[src/rtl/coef_pkg.sv]
`default_nettype none
// ============================================================================
// Module      : coef_pkg
// Description : Shared constants for the FIR coefficient fetch sequencer:
//               default geometry, FIFO depth and FSM state encoding.
// Revision    : 1.0 - initial release
// ============================================================================
package coef_pkg;

    localparam int DEF_WIDTH_COEF0 = 8;
    localparam int DEF_N_TAPS      = 16;

    localparam int ADDR_W          = $clog2(DEF_N_TAPS / 2);
    localparam int IDX_W           = $clog2(DEF_N_TAPS);

    localparam int FIFO_DEPTH      = 4;
    localparam int FIFO_CNT_W      = $clog2(FIFO_DEPTH + 1);

    localparam logic [1:0] c_ST_IDLE  = 2'd0;
    localparam logic [1:0] c_ST_FETCH = 2'd1;
    localparam logic [1:0] c_ST_DRAIN = 2'd2;

endpackage
`default_nettype wire

[src/rtl/coef_skid_fifo.sv]
`default_nettype none
// ============================================================================
// Module      : coef_skid_fifo
// Description : Small synchronous FIFO holding {idx, last, coef} entries
//               between the ROM read stage and the MAC handshake. Exposes
//               its fill count so the issuer can budget outstanding reads.
// Revision    : 1.0 - initial release
// ============================================================================
module coef_skid_fifo
    import coef_pkg::*;
#(
    parameter int DATA_W = 8
) (
    input  logic                  clk,
    input  logic                  clr,
    input  logic                  i_push,
    input  logic [DATA_W-1:0]     i_data,
    input  logic                  i_pop,
    output logic [DATA_W-1:0]     o_head,
    output logic [FIFO_CNT_W-1:0] o_count
);

    localparam int c_PTR_W = $clog2(FIFO_DEPTH);

    logic [DATA_W-1:0]     r_mem [FIFO_DEPTH];
    logic [c_PTR_W-1:0]    r_wr_ptr;
    logic [c_PTR_W-1:0]    r_rd_ptr;
    logic [FIFO_CNT_W-1:0] r_count;
    logic                  w_pop;
    logic                  w_push;

    assign w_pop  = i_pop && (r_count != '0);
    // A push into a full FIFO is only accepted when the head leaves at the same edge.
    assign w_push = i_push && ((r_count != FIFO_CNT_W'(FIFO_DEPTH)) || w_pop);

    assign o_head  = r_mem[r_rd_ptr];
    assign o_count = r_count;

    // Storage, pointers and fill count; storage is cleared so the head reads zero after reset.
    always_ff @(posedge clk or negedge clr) begin
        if (!clr) begin
            for (int i = 0; i < FIFO_DEPTH; i++) begin
                r_mem[i] <= '0;
            end
            r_wr_ptr <= '0;
            r_rd_ptr <= '0;
            r_count  <= '0;
        end else begin
            if (w_push) begin
                r_mem[r_wr_ptr] <= i_data;
                r_wr_ptr        <= r_wr_ptr + c_PTR_W'(1);
            end
            if (w_pop) begin
                r_rd_ptr <= r_rd_ptr + c_PTR_W'(1);
            end
            if (w_push && !w_pop) begin
                r_count <= r_count + FIFO_CNT_W'(1);
            end else if (!w_push && w_pop) begin
                r_count <= r_count - FIFO_CNT_W'(1);
            end
        end
    end

endmodule
`default_nettype wire

[src/rtl/coef_fetch.sv]
`default_nettype none
// ============================================================================
// Module      : coef_fetch
// Description : Read-side sequencer for the FIR coefficient ROM. Issues ROM
//               addresses, absorbs the one-cycle ROM latency and streams the
//               coefficients to the MAC over valid/ready.
//               Build option COEF_MIRROR_EN: symmetric sweep of N_TAPS
//               coefficients (ROM forwards, then backwards).
// Revision    : 1.0 - initial release
// ============================================================================
module coef_fetch
    import coef_pkg::*;
#(
    parameter int WIDTH_COEF0 = DEF_WIDTH_COEF0,
    parameter int N_TAPS      = DEF_N_TAPS
) (
    input  logic                          clk,
    input  logic                          clr,
    input  logic                          start,
    output logic [$clog2(N_TAPS/2)-1:0]   rom_add,
    input  logic [WIDTH_COEF0-1:0]        rom_q,
    output logic [WIDTH_COEF0-1:0]        coef,
    output logic                          coef_valid,
    input  logic                          coef_ready,
    output logic [$clog2(N_TAPS)-1:0]     coef_idx,
    output logic                          coef_last,
    output logic                          busy,
    output logic                          done
);

    localparam int c_ADDR_W = $clog2(N_TAPS / 2);
    localparam int c_IDX_W  = $clog2(N_TAPS);
`ifdef COEF_MIRROR_EN
    localparam int c_SWEEP_LEN = N_TAPS;
`else
    localparam int c_SWEEP_LEN = N_TAPS / 2;
`endif
    localparam logic [c_IDX_W-1:0] c_LAST_IDX = c_IDX_W'(c_SWEEP_LEN - 1);
    localparam int c_FIFO_W = c_IDX_W + 1 + WIDTH_COEF0;

    logic [1:0]            r_state;
    logic [1:0]            w_next_state;
    logic [c_IDX_W-1:0]    r_issue_cnt;
    logic [c_IDX_W-1:0]    r_idx_a;
    logic [c_IDX_W-1:0]    r_idx_b;
    logic                  r_va;
    logic                  r_vb;
    logic [FIFO_CNT_W-1:0] w_fifo_count;
    logic [FIFO_CNT_W-1:0] w_outstanding;
    logic                  w_credit;
    logic                  w_issue;
    logic                  w_last_issue;
    logic                  w_handshake;
    logic [c_ADDR_W-1:0]   w_addr;
    logic [c_FIFO_W-1:0]   w_push_data;
    logic [c_FIFO_W-1:0]   w_head;

    // Every issued read owns a FIFO slot until popped, so the FIFO can never overflow.
    assign w_outstanding = w_fifo_count + FIFO_CNT_W'(r_va) + FIFO_CNT_W'(r_vb);
    assign w_credit      = (w_outstanding < FIFO_CNT_W'(FIFO_DEPTH));
    assign w_last_issue  = (r_issue_cnt == c_LAST_IDX);

    // Taps in the upper half read the ROM backwards: N-1-k equals the inverted low bits of k.
    assign w_addr = r_issue_cnt[c_IDX_W-1] ? ~r_issue_cnt[c_ADDR_W-1:0]
                                           :  r_issue_cnt[c_ADDR_W-1:0];

    assign w_handshake = coef_valid && coef_ready;
    assign done        = w_handshake && coef_last;
    assign busy        = (r_state != c_ST_IDLE);

    // State register.
    always_ff @(posedge clk or negedge clr) begin
        if (!clr) begin
            r_state <= c_ST_IDLE;
        end else begin
            r_state <= w_next_state;
        end
    end

    // Next-state and issue decision; the first address is issued on the start edge itself.
    always_comb begin
        w_next_state = r_state;
        w_issue      = 1'b0;
        case (r_state)
            c_ST_IDLE: begin
                if (start && w_credit) begin
                    w_issue      = 1'b1;
                    w_next_state = w_last_issue ? c_ST_DRAIN : c_ST_FETCH;
                end
            end
            c_ST_FETCH: begin
                if (w_credit) begin
                    w_issue = 1'b1;
                    if (w_last_issue) begin
                        w_next_state = c_ST_DRAIN;
                    end
                end
            end
            c_ST_DRAIN: begin
                if (done) begin
                    w_next_state = c_ST_IDLE;
                end
            end
            default: begin
                w_next_state = c_ST_IDLE;
            end
        endcase
    end

    // Issue counter, ROM address (stage A) and the in-flight ROM read (stage B).
    always_ff @(posedge clk or negedge clr) begin
        if (!clr) begin
            rom_add     <= '0;
            r_issue_cnt <= '0;
            r_idx_a     <= '0;
            r_idx_b     <= '0;
            r_va        <= 1'b0;
            r_vb        <= 1'b0;
        end else begin
            r_va    <= w_issue;
            r_vb    <= r_va;
            r_idx_b <= r_idx_a;
            if (w_issue) begin
                rom_add     <= w_addr;
                r_idx_a     <= r_issue_cnt;
                r_issue_cnt <= w_last_issue ? '0 : r_issue_cnt + c_IDX_W'(1);
            end
        end
    end

    assign w_push_data = {r_idx_b, (r_idx_b == c_LAST_IDX), rom_q};

    coef_skid_fifo #(
        .DATA_W (c_FIFO_W)
    ) u_fifo (
        .clk     (clk),
        .clr     (clr),
        .i_push  (r_vb),
        .i_data  (w_push_data),
        .i_pop   (w_handshake),
        .o_head  (w_head),
        .o_count (w_fifo_count)
    );

    assign coef_idx   = w_head[c_FIFO_W-1 -: c_IDX_W];
    assign coef_last  = w_head[WIDTH_COEF0];
    assign coef       = w_head[WIDTH_COEF0-1:0];
    assign coef_valid = (w_fifo_count != '0);

endmodule
`default_nettype wire
[config.mk]
export PLATFORM = sky130hd
export DESIGN_NAME = coef_fetch
export DESIGN_NICKNAME = d
export VERILOG_FILES = /design/src/rtl/coef_pkg.sv /design/src/rtl/coef_skid_fifo.sv /design/src/rtl/coef_fetch.sv
export SDC_FILE = /design/constraint.sdc
export NUM_CORES = 1
export LEC_CHECK = 0
export BUFFER_PORTS_ARGS = -buffer_cell sky130_fd_sc_hd__buf_2
export CELL_PAD_IN_SITES_DETAIL_PLACEMENT = 2
export CELL_PAD_IN_SITES_GLOBAL_PLACEMENT = 2
export CORE_ASPECT_RATIO = 0.8
export CORE_MARGIN = 2
export CORE_UTILIZATION = 40
export CTS_BUF_LIST = sky130_fd_sc_hd__clkbuf_4 sky130_fd_sc_hd__clkbuf_8 sky130_fd_sc_hd__clkbuf_16
export DETAILED_ROUTE_END_ITERATION = 8
export PLACE_DENSITY_LB_ADDON = 0.1
export SETUP_SLACK_MARGIN = 0.1
export SYNTH_ARGS = -nofsm -noshare
export SYNTH_HDL_FRONTEND = slang
export SYNTH_SLANG_ARGS = --single-unit
[constraint.sdc]
create_clock -name clk -period 3 [get_ports clk]
set_input_delay 0.15 -clock clk [delete_from_list [all_inputs] [get_ports clk]]
set_output_delay 0.15 -clock clk [all_outputs]
set_load 0.02 [all_outputs]
==> results of run 1 <==
-- final timing paths --
check / start / end / slack, ns / cells after the start
min in group clk: rom_q[6] / u_fifo.r_mem[45] / 0.10 / 2
worst min-delay path: clr / u_fifo.r_mem[13] / -0.05 / 1
worst max-delay path: u_fifo.o_count[1] / u_fifo.o_count[1] / 0.66 / 5
max in group asynchronous: clr / u_fifo.r_mem[44] / 2.36 / 1
worst max register to register: u_fifo.o_count[1] / u_fifo.o_count[1] / 0.66 / 5
worst min register to register: r_idx_a[1] / r_idx_b[1] / 0.37 / 0
-- metal layers --
metal,up-vias,global-route usage,share of wire
met5,-,0,0
met4,0,0.0494,0.012
met3,7,0.0499,0.036
met2,27,0.240,0.47
met1,1052,0.230,0.48
li1,876,-,-
-- layout make-up --
cell class | count | share of cell area
Sequential cell | 78 | 0.468
Multi-Input combinational cell | 130 | 0.386
Clock buffer | 13 | 0.0612
Timing Repair Buffer | 33 | 0.0420
Tap cell | 115 | 0.0345
Inverter | 6 | 0.00540
Clock inverter | 2 | 0.00240
-- power by group through the flow --
stage | sequential (W) | clock, W | combinational, W
6_report | 0.00118 | 0.000983 | 0.000413
5_1_grt | 0.00119 | 0.00106 | 0.000457
4_1_cts | 0.00118 | 0.00102 | 0.000425
3_5_place_dp | 0.00120 | 0 | 0.000420
3_3_place_gp | 0.00120 | 0 | 0.000414
2_1_floorplan | 0.00116 | 0 | 0.000322
-- worst max-delay path: stages, from the launching register on --
cell and delay, ns:
dfrtp_1 0.46, o41a_1 0.67, ha_1 0.34, inv_1 0.09, fa_1 0.40, mux2_2 0.27
-- metrics by stage --
| stage | util | power (W) | instance area (um^2) | cells |
|---|---|---|---|---|
| 5_1_grt | 0.461 | 0.00271 | 4170 | 377 |
| 3_5_place_dp | 0.432 | 0.00162 | 3900 | 362 |
| 3_3_place_gp | 0.432 | 0.00161 | 3900 | 362 |
| 6_report | 0.461 | 0.00258 | 4170 | 377 |
| 2_1_floorplan | - | 0.00148 | 3700 | 223 |
| 4_1_cts | 0.461 | 0.00263 | 4170 | 377 |
-- Yosys cell counts, types with 2 or more instances --
cell type	n	area share
dfrtp_1	78	0.53
mux2_4	43	0.17
mux2_2	17	0.052
mux4_2	13	0.079
ha_1	8	0.027
xnor2_1	7	0.017
a21oi_1	6	0.0081
inv_1	6	0.0061
buf_12	4	0.022
nand2_4	4	0.012
nor2_1	4	0.0041
nand3_1	3	0.0041
and3_1	2	0.0034
buf_2	2	0.0027
buf_6	2	0.0061
nand2_1	2	0.0020
o21ai_0	2	0.0027
-- layout by cell type, fill, tap and decap left out, types with 3 or more instances in the layout --
cell type  count
mux2_2        17
clkbuf_4       4
inv_1          6
mux2_4        43
a21oi_1        6
nand2_4        4
nand3_1        3
buf_4          4
ha_1           8
nor2_1         4
clkbuf_16      9
dfrtp_1       78
buf_2         29
mux4_2        13
xnor2_1        7
-- logic make-up after synthesis --
| family | Yosys count | share of synthesized area |
|---|---|---|
| flops | 78 | 0.528 |
| mux | 74 | 0.308 |
| simple gates | 23 | 0.0416 |
| compound gates | 16 | 0.0338 |
| buf+inv | 15 | 0.0375 |
| fa+ha+maj | 9 | 0.0325 |
| xor+xnor | 8 | 0.0189 |
-- state kept, by name (all words and copies together), names as in the netlist --
register,cells
u_fifo.r_mem,52
r_va,1
r_vb,1
r_issue_cnt,4
u_fifo.r_wr_ptr,2
r_idx_b,4
r_state,2
u_fifo.o_count,3
rom_add,3
r_idx_a,4
u_fifo.r_rd_ptr,2
==> flow_metrics.tcl, run 1 <==
set metrics [dict create \
    cts.htree.levels 3 \
    gr-total-overflow 0 \
    yosysSeqAreaShare 0.528 \
    synth_edf_count 0 \
    grt_pass1_wl_um 12500 \
    status "finished, violations left" \
    cts_setup_buffers 0 \
    holdWs_ns -0.0457 \
    synth-async-reset-ratio 1.00 \
    max_freq_ghz 0.427 \
    multi_input_area_um2 1610 \
    drc_errors 0 \
    diodes 0 \
    path_clk_slew_ns 0.05 \
    dieArea_um2 10000 \
    clock_path_buffers 2 \
    drtAntennaViolNets 0 \
    worstSetupEndpointType "register" \
    syn_inst 223 \
    area_growth_pct 12.6 \
    drv_slew 0 \
    grt_usage 0.162 \
    drive_gt1_frac 0.496 \
    numPortBuffers 30 \
    min_path_type "input pin to asynchronous set/reset pin" \
    clkPwrFrac 0.382 \
    synth_nets 244 \
    rsz0062_at_grt "no" \
    ys_seq_elements 78 \
    place.gp.congestion 0.715 \
    cts_hold_buf 0 \
    die_w_um 112 \
    worst_ep_required_time_ns 3.21 \
    drt-total-wl_um 7280 \
    cts-root-buf "clkbuf_16" \
    antenna_found_initial 0 \
    skew_ns 0.00454 \
    cts_tree "yes" \
    fin_setup_tns_ns 0 \
    first_iter_violations 75 \
    cts.sinks 78 \
    drt-pass1-iter-count 4 \
    powerDensity_nw_per_um2 618 \
    core-area_um2 9040 \
    place_hpwl_um 4670 \
    grt_pass1_vias 2225 \
    drt-wirelength-per-cell_um 19.3 \
    die_y_um 90.0 \
    post-route-period-util 0.781 \
    setup_viol 0 \
    worstSetupPathType "register to register" \
    switchingPower_w 0.000690 \
    crit_path_max_fanout 8 \
    startpoint_type "register" \
    p_leak_nw 2.19 \
    avgSynthCellArea_um2 16.6 \
    peakVddDrop_uv 313 \
    slew-limit-headroom 0.323 \
    synth_ff_type "dfrtp_1" \
    tightest_slew_ns 1.02 \
    grt_max_degree 79 \
    insertion_delay_ns 0.33 \
    viasPerCell 5.20 \
    post-route-min-period_ns 2.34 \
    initial_utilization 0.409 \
    ios 31 \
    post_synth_num_cell_types 37 \
    syn_area_um2 3700 \
    internal-power_w 0.00189 \
    cts_resized 0 \
    switching_share 0.268 \
    fin_nets 279 \
    yosysWarnings 0 \
    max_cap_viol_count 0 \
    final-hold-violation-count 11 \
    seq_power_share 0.458 \
    fp-row-count 31 \
    arrival_ns 2.55 \
    fin_ws_ns 0.658 \
    pwr-share-comb 0.160 \
    vias 1962 \
    fill_cells 869 \
    dp_slack_ns 0.687 \
    numCtsBuffers 9 \
    violations "hold timing" \
    seq_area_um2 1950 \
]
Note: power is estimated with default switching activity, not from simulation.
==> run 2: changes to the inputs <==
clock period = 2.2 ns   (was 3 ns; I/O delays follow)
==> run 2 against run 1 <==
Against the previous run: the run now ends clean; via count down 0.15%; combinational power up 62%; power up 51%; wire length up 6.1%; setup slack worse by 0.44 ns; design area up 4.0%; sequential cell count unchanged; sequential share of layout area down 1.7 points; utilization up 1.8 points; hold slack better by 0.10 ns; register-to-register slack worse by 0.44 ns.
==> flow_metrics.tcl, run 2 (synthesized netlist as in run 1, its figures left out) <==
set metrics [dict create \
    status "complete, no violations" \
    cts.sinks 78 \
    peakVddDrop_uv 503 \
    insertion_delay_ns 0.34 \
    post-route-util 0.479 \
    post-route-min-period_ns 1.98 \
    max_cap_viol_count 0 \
    gr-total-overflow 0 \
    initial_utilization 0.409 \
    worstSetupPathType "register to register" \
    top_register "u_fifo.r_mem" \
    drt-pass1-iter-count 5 \
    grt_pass1_vias 2289 \
    worst_ep_required_time_ns 2.46 \
    antenna_found_initial 0 \
    final-hold-violation-count 0 \
    skew_ns 0.00385 \
    cts.htree.levels 3 \
    place_hpwl_um 4900 \
    arrival_ns 2.24 \
    fp-row-count 31 \
    drc_errors 0 \
    multi_input_area_um2 1630 \
    seq_area_um2 1950 \
    seq_power_share 0.412 \
    ios 31 \
    path_clk_slew_ns 0.06 \
    post-route-period-util 0.899 \
    area_growth_pct 17.1 \
    min_path_type "input pin to register" \
    p_leak_nw 2.25 \
    vias 1959 \
    holdWs_ns 0.0558 \
    numPortBuffers 30 \
    mostFrequentLayoutCell "dfrtp_1" \
    grt_usage 0.169 \
    tightest_slew_ns 0.569 \
    setup_viol 0 \
    cts-root-buf "clkbuf_16" \
    clkPwrFrac 0.416 \
    fin_setup_tns_ns 0 \
    drtAntennaViolNets 0 \
    final_cell_mix "76 x dfrtp_1, 43 x mux2_4, 29 x buf_2, 17 x mux2_2, 13 x mux4_2" \
    clock_path_buffers 2 \
    dpl_cell_area_um2 3960 \
    pwr-share-comb 0.173 \
    switching_share 0.258 \
    fin_ws_ns 0.222 \
    drt-total-wl_um 7730 \
    dieArea_um2 10000 \
    viasPerCell 5.10 \
    stdcell_area_um2 4330 \
    drv_slew 0 \
    crit_path_max_fanout 4 \
    grt_pass1_wl_um 12800 \
    drive_gt1_frac 0.524 \
    place.gp.congestion 0.695 \
    powerDensity_nw_per_um2 895 \
    core-area_um2 9040 \
    rsz0062_at_grt "no" \
    fill_cells 828 \
    grt_max_degree 42 \
    switchingPower_w 0.00100 \
    startpoint_type "register" \
    first_iter_violations 69 \
    diodes 0 \
    die_w_um 112 \
    fin_nets 286 \
    max_freq_ghz 0.505 \
    dp_slack_ns 0.108 \
    largest_reg_flops 52 \
    slew-limit-headroom 0.621 \
    cts_tree "yes" \
    worstSetupEndpointType "register" \
    drt-wirelength-per-cell_um 20.1 \
    die_y_um 90.0 \
    numCtsBuffers 9 \
    internal-power_w 0.00288 \
]
-- run 2: path summary, 6_finish.rpt --
| check | from | endpoint | slack (ns) | depth (start not counted) |
|---|---|---|---|---|
| max | u_fifo.o_count[2] | u_fifo.o_count[2] | 0.22 | 8 |
| max in group asynchronous | clr | r_idx_b[0] | 1.28 | 3 |
| max reg2reg | u_fifo.o_count[2] | u_fifo.o_count[2] | 0.22 | 8 |
| min | rom_q[0] | u_fifo.r_mem[0] | 0.06 | 2 |
| min reg2reg | r_idx_a[1] | r_idx_b[1] | 0.38 | 0 |
| min in group asynchronous | clr | u_fifo.r_wr_ptr[0] | 0.32 | 2 |
-- run 2: repair_timing --
item	CTS	global route
pin swaps	0	3
hold buffers	1	0
endpoints found under the setup margin	1	2
gates resized for setup	2	4
endpoints found under the hold margin	40	0
buffers inserted	0	2
-- run 2: worst max-delay path, stage by stage (launching register included) --
cell	delay, ns
dfrtp_1	0.40
or3_4	0.43
nand2_4	0.10
ha_4	0.13
inv_1	0.04
fa_1	0.36
xor2_1	0.17
nor2_1	0.13
xnor2_1	0.13
-- run 2: routing by layer --
layer	vias to the layer above	wire length, um	share of wire	track usage
met3	8	304	0.039	0.0600
li1	887	-	-	-
met2	31	3730	0.48	0.266
met1	1033	3620	0.47	0.226
met4	0	71	0.0092	0.0401
met5	-	0	0	0
-- run 2: through the flow --
| stage | total power (W) | instances |
|---|---|---|
| 5_1_grt | 0.00407 | 384 |
| 2_1_floorplan | 0.00203 | 223 |
| 3_3_place_gp | 0.00225 | 366 |
| 6_report | 0.00388 | 384 |
| 3_5_place_dp | 0.00227 | 366 |
| 4_1_cts | 0.00391 | 382 |
-- run 2: power by group through the flow --
stage          clock network [W]  logic, W  registers, W
2_1_floorplan                  0  0.000445       0.00158
3_3_place_gp                   0  0.000634       0.00161
3_5_place_dp                   0  0.000641       0.00162
4_1_cts                  0.00166  0.000652       0.00160
5_1_grt                  0.00172  0.000741       0.00161
6_report                 0.00161  0.000670       0.00160
-- run 2: area by class of cell --
class / instances / share of cell area
clock buffers: 11 / 0.0583
clock inverters: 4 / 0.0162
inverters: 6 / 0.00520
multi-input cells: 130 / 0.377
flip-flops and latches: 78 / 0.451
well taps: 115 / 0.0332
repair buffers: 40 / 0.0589
